File: src/rtl/dcf77_pulse_decoder.sv
// Purpose: DCF77 front end - synchronise, majority-filter, measure pulse/gap widths, emit bits and minute marks.
// Latency: raw edge to strobe = 2 qzt_clk (sync) + 2 ticks (filter) + 1 qzt_clk (output register).
// Backpressure: none; every strobe is a single qzt_clk cycle and must be taken when asserted.
//
// Ports:
//   qzt_clk, reset      system clock, asynchronous active-high reset
//   tick_1khz           one-cycle 1 kHz enable; all logic past the synchroniser advances only on it
//   sgn_in              raw demodulated DCF77 signal (asynchronous, high = pulse)
//   bit_valid/bit_value decoded bit strobe; value held until the next strobe
//   minute_mark         strobe at the rising edge that opens second 0
//   frame_ok            strobe with minute_mark when the finished frame had 59 clean bits
//   err                 strobe on pulse width violation or signal timeout
//   bit_count           bits accepted since the last minute mark (saturates at 63)
//   state_dbg           FSM state: IDLE=0, HIGH=1, LOW=2
module dcf77_pulse_decoder #(
  parameter int ZERO_MIN = 40,
  parameter int ZERO_MAX = 130,
  parameter int ONE_MIN  = 150,
  parameter int ONE_MAX  = 250,
  parameter int GAP_MIN  = 1500,
  parameter int TIMEOUT  = 2500,
  parameter int CNT_W    = 12     // must hold TIMEOUT+1 (width+1 is compared)
) (
  input  logic       qzt_clk,
  input  logic       reset,
  input  logic       tick_1khz,
  input  logic       sgn_in,
  output logic       bit_valid,
  output logic       bit_value,
  output logic       minute_mark,
  output logic       frame_ok,
  output logic       err,
  output logic [5:0] bit_count,
  output logic [1:0] state_dbg
);

  typedef enum logic [1:0] {
    IDLE = 2'd0,
    HIGH = 2'd1,
    LOW  = 2'd2
  } state_t;

  localparam logic [CNT_W-1:0] K_ZMIN = CNT_W'(ZERO_MIN);
  localparam logic [CNT_W-1:0] K_ZMAX = CNT_W'(ZERO_MAX);
  localparam logic [CNT_W-1:0] K_OMIN = CNT_W'(ONE_MIN);
  localparam logic [CNT_W-1:0] K_OMAX = CNT_W'(ONE_MAX);
  localparam logic [CNT_W-1:0] K_GAP  = CNT_W'(GAP_MIN);
  localparam logic [CNT_W-1:0] K_TOUT = CNT_W'(TIMEOUT);

  logic [1:0]       sync_q;
  logic [2:0]       hist_q;
  logic             filt;
  logic             filt_q;
  logic             rise;
  logic             fall;
  logic [CNT_W-1:0] width_q;
  logic [CNT_W-1:0] w1;
  logic             timeout;

  state_t     state_q, state_d;
  logic       frame_bad_q, frame_bad_d;
  logic       bit_valid_d, bit_value_d, minute_mark_d, frame_ok_d, err_d;
  logic [5:0] bit_count_d;

  // Two-flop synchroniser for the asynchronous antenna signal.
  always_ff @(posedge qzt_clk or posedge reset) begin
    if (reset) sync_q <= 2'b00;
    else       sync_q <= {sync_q[0], sgn_in};
  end

  // Majority of three tick samples: a lone one-tick glitch never flips filt,
  // and both edges are delayed equally so measured widths are preserved.
  assign filt = (hist_q[0] & hist_q[1]) | (hist_q[0] & hist_q[2]) | (hist_q[1] & hist_q[2]);

  always_ff @(posedge qzt_clk or posedge reset) begin
    if (reset) begin
      hist_q <= 3'b000;
      filt_q <= 1'b0;
    end else if (tick_1khz) begin
      hist_q <= {hist_q[1:0], sync_q[1]};
      filt_q <= filt;
    end
  end

  assign rise = tick_1khz &  filt & ~filt_q;
  assign fall = tick_1khz & ~filt &  filt_q;

  // width_q counts ticks since the last edge; the deciding tick itself is
  // included by comparing width+1.
  always_ff @(posedge qzt_clk or posedge reset) begin
    if (reset) begin
      width_q <= '0;
    end else if (tick_1khz) begin
      if (rise || fall)         width_q <= '0;
      else if (width_q != K_TOUT) width_q <= width_q + CNT_W'(1);
    end
  end

  assign w1      = width_q + CNT_W'(1);
  assign timeout = tick_1khz & (w1 >= K_TOUT);

  always_comb begin
    state_d       = state_q;
    frame_bad_d   = frame_bad_q;
    bit_valid_d   = 1'b0;
    bit_value_d   = bit_value;
    minute_mark_d = 1'b0;
    frame_ok_d    = 1'b0;
    err_d         = 1'b0;
    bit_count_d   = bit_count;

    case (state_q)
      IDLE: begin
        // Preceding gap unknown: just synchronise to the pulse.
        if (rise) state_d = HIGH;
      end
      HIGH: begin
        if (timeout) begin
          err_d       = 1'b1;
          frame_bad_d = 1'b1;
          state_d     = IDLE;
        end else if (fall) begin
          if (w1 >= K_ZMIN && w1 <= K_ZMAX) begin
            bit_valid_d = 1'b1;
            bit_value_d = 1'b0;
            if (bit_count != 6'd63) bit_count_d = bit_count + 6'd1;
          end else if (w1 >= K_OMIN && w1 <= K_OMAX) begin
            bit_valid_d = 1'b1;
            bit_value_d = 1'b1;
            if (bit_count != 6'd63) bit_count_d = bit_count + 6'd1;
          end else begin
            err_d       = 1'b1;
            frame_bad_d = 1'b1;
          end
          state_d = LOW;
        end
      end
      LOW: begin
        if (timeout) begin
          err_d       = 1'b1;
          frame_bad_d = 1'b1;
          state_d     = IDLE;
        end else if (rise) begin
          if (w1 >= K_GAP) begin
            minute_mark_d = 1'b1;
            frame_ok_d    = ~frame_bad_q && (bit_count == 6'd59);
            bit_count_d   = 6'd0;
            frame_bad_d   = 1'b0;
          end
          state_d = HIGH;
        end
      end
      default: state_d = IDLE;
    endcase
  end

  always_ff @(posedge qzt_clk or posedge reset) begin
    if (reset) begin
      state_q     <= IDLE;
      frame_bad_q <= 1'b1;   // the partial frame after reset can never be ok
      bit_valid   <= 1'b0;
      bit_value   <= 1'b0;
      minute_mark <= 1'b0;
      frame_ok    <= 1'b0;
      err         <= 1'b0;
      bit_count   <= 6'd0;
    end else begin
      state_q     <= state_d;
      frame_bad_q <= frame_bad_d;
      bit_valid   <= bit_valid_d;
      bit_value   <= bit_value_d;
      minute_mark <= minute_mark_d;
      frame_ok    <= frame_ok_d;
      err         <= err_d;
      bit_count   <= bit_count_d;
    end
  end

  assign state_dbg = state_q;

endmodule

File: config.mk
export PLATFORM = sky130hd
export DESIGN_NAME = dcf77_pulse_decoder
export DESIGN_NICKNAME = d
export VERILOG_FILES = /design/src/rtl/dcf77_pulse_decoder.sv
export SDC_FILE = /design/constraint.sdc
export NUM_CORES = 1
export LEC_CHECK = 0
export CORE_MARGIN = 5
export CORE_UTILIZATION = 33
export DETAILED_ROUTE_END_ITERATION = 8
export PLACE_DENSITY = 0.6
export SETUP_SLACK_MARGIN = 0.05
export SYNTH_ARGS = -nofsm -noshare
export SYNTH_HDL_FRONTEND = slang
export SYNTH_SLANG_ARGS = --single-unit
File: constraint.sdc
create_clock -name qzt_clk -period 3.62 [get_ports qzt_clk]
set_input_delay 0.724 -clock qzt_clk [delete_from_list [all_inputs] [get_ports qzt_clk]]
set_output_delay 0.724 -clock qzt_clk [all_outputs]
set_load 0.01 [all_outputs]
==> run metrics <==
share of the synthesized area in the top cell type=0.3371; DR top layer=met4; Crit path largest cell delay=500 ps; crit path max fanout=10; Synth area leader=dfrtp_1; TNS Setup=0 ps; Compound-Gate Fraction of Synth Area=0.2420; DR DRC count=0; Setup Viol. Count Final=0; crit path DAT=3320 ps; Worst Setup Path Type=flop to flop; Post-Synth Adder-Cell Area=0.04241; Yosys cell types=62; Via density=5.404; vias=2,021; Peak Freq=317.0 MHz; num rows=30; clock buffer count from CTS=5; wire length per cell=15.14 um; GRT Overall Usage=0.1334; met3 WL post-DR=198 um; htree depth=2; Buffers & Inverters on Critical Path=0; ranking of synthesized cells by area=dfrtp_1, nand2_1, o21ai_0; Post-Syn Instances=267; final wirelength=5663 um; Synth Cell Area=2301 sq um; reg2reg setup slack=470 ps; area of the die=8742 sq um; Syn Area/Cell=8.618 sq um; initial antenna violation count=0; peak supply drop=0.0003037 V; Setup crit start kind=flop; Hold Buf Count CTS=0; CTS root buf=clkbuf_8; Ports=17; DIE WIDTH=93.50 um; Post-CTS Resized=0; fin crit share=0.8714; required time of the critical path=3790 ps; Synth-to-Final Area Change=16.15%; Final Skew=10.27 ps; Worst-Margin Slew=728.8 ps; met2 WL post-DR=2564 um; crit-path cells=ha_1, or4b_4, a2111oi_4, o21ai_2, a2111o_1, o31a_1, a211o_1, a221o_1; CTS Sinks=32; simple-gate area share of the yosys netlist=0.2289; GRT overflow=0; commonest non-fill, non-tap cells in the layout=dfrtp_1, nand2_1, nor2_1, o21ai_0, clkdlybuf4s50_1; Placer Congestion=0.8973; synth warn=0; Clock Path Buffers=2; PwrDens=560.3 nW/um^2; sequential cell area fraction in the yosys report=0.3486; DP HPWL=4025 um; remaining antenna violation count=0; iteration-0 DRC count of the detailed router=138; Reg clk slew, reported paths=80 ps; Buffers on Ports=16; status=completed; max-cap violations=0; fin crit period=3154 ps; #FFs+latches synth=32; Post-synth top flop=dfrtp_1; mux contribution to synthesized area=0.03371; CP top delay family=compound AO/OA/AOI/OAI gates; worst skew pair latency=290 ps; xor/xnor share of the synthesized area=0.04187; Metal-1 WL=2780 um; commonest non-fill, non-tap cell in the layout=dfrtp_1; layout cells sized above 1=0.1187; syn_nets=278; RSZ-0062 raised after global routing=false; die span in y=93.50 um; LEAKAGE=1.064 nW; Worst setup EP type=flop; Final Cell Area=2673 sq um; core area=6794 sq um; HP Class=flop to flop; first-pass GRT wire length=9453 um; Starting Density=0.3387; CP max stage cell=or4b_4; CTS tree=yes; largest net degree at the start of global routing=33; Final Hold Vio Count=0; Post-synth EDFFs=0; fraction of registers with async set/reset=1.000; largest family of logic cells by synthesized area=compound AO/OA/AOI/OAI gates; Area after DPL=2546 sq um; number of diodes=0; drt pass-1 iters=4; Nets=288; Post-CTS Setup Bufs=0; Max-slew headroom=0.5128; number of global-route vias before repair=1,899; Slew Limit Fails=0
-- report_power, final --
group / switching [mW] / total, mW / internal, mW
Clock: 0.141 / 0.384 / 0.243
Sequential: 0.0897 / 0.516 / 0.426
Combinational: 0.328 / 0.598 / 0.269
Total: 0.559 / 1.50 / 0.938
-- cell usage after synthesis (6+ instances only) --
| cell | instances |
|---|---|
| ha_1 | 7 |
| and3_1 | 6 |
| nor3_1 | 8 |
| nand2_1 | 25 |
| o21ai_0 | 18 |
| mux2_2 | 6 |
| inv_1 | 11 |
| dfrtp_1 | 31 |
| xnor2_1 | 8 |
| a21oi_1 | 11 |
| nor2_1 | 20 |
| clkbuf_1 | 15 |
| nand3_1 | 9 |
-- cell families after synthesis --
logic type,Yosys count
adder cells (fa/ha/maj),8
AND/OR/NAND/NOR,99
XOR/XNOR,11
AO/OA/AOI/OAI,77
multiplexers,7
buffers and inverters,33
flip-flops,32
-- path summary, 6_finish.rpt --
path	from	endpoint	depth (start not counted)
max reg2reg	width_q[0]	bit_count[3]	8
min in group asynchronous	reset	width_q[9]	3
min reg2reg	sync_q[0]	sync_q[1]	0
min	sync_q[0]	sync_q[1]	0
max	width_q[0]	bit_count[3]	8
max in group asynchronous	reset	frame_bad_q	3
-- flip-flops by register name, summed over array words and instances, names as in the netlist --
register,count
width_q,12
bit_count,6
hist_q,3
state_dbg,2
sync_q,2
bit_valid,1
bit_value,1
err,1
filt_q,1
frame_bad_q,1
frame_ok,1
minute_mark,1
-- cell type report --
cell class                 instances  area [sq um]
clock buffer                       7         96.34
clock inverter                     1         30.03
fill                             689          4121
inverter                          11         41.29
multi-input combinational        202          1355
sequential                        32         802.0
tap                               96         120.1
timing repair buffer              25         227.7
-- worst reg2reg max path: cells and delay by family, from the launching register on --
family	cells	cell delay, ps
AOI/OAI and AO/OA	6	1770
adders and majority gates	1	290
DFF	1	480
and+or+nand+nor	1	500
-- layer usage --
metal | up-vias | track usage
met5 | - | 0
met4 | 0 | 0.05128
met3 | 10 | 0.01931
met2 | 46 | 0.2043
met1 | 970 | 0.1883
li1 | 995 | -
-- per-stage QoR --
| stage | worst slack [ps] | hold WS (ps) | power [mW] | cells | util |
|---|---|---|---|---|---|
| after floorplan | 715.5 | 331.2 | 0.9114 | 267 | - |
| after global placement | 549.3 | 333.1 | 1.105 | 366 | 0.3748 |
| after detailed placement | 490.7 | 336.3 | 1.118 | 366 | 0.3748 |
| after CTS | 471.5 | 352.4 | 1.510 | 374 | 0.3934 |
| after global routing | 306.4 | 361.2 | 1.599 | 374 | 0.3934 |
| final | 465.6 | 348.4 | 1.497 | 374 | 0.3934 |
No activity file was read; power rests on OpenSTA's default activity.
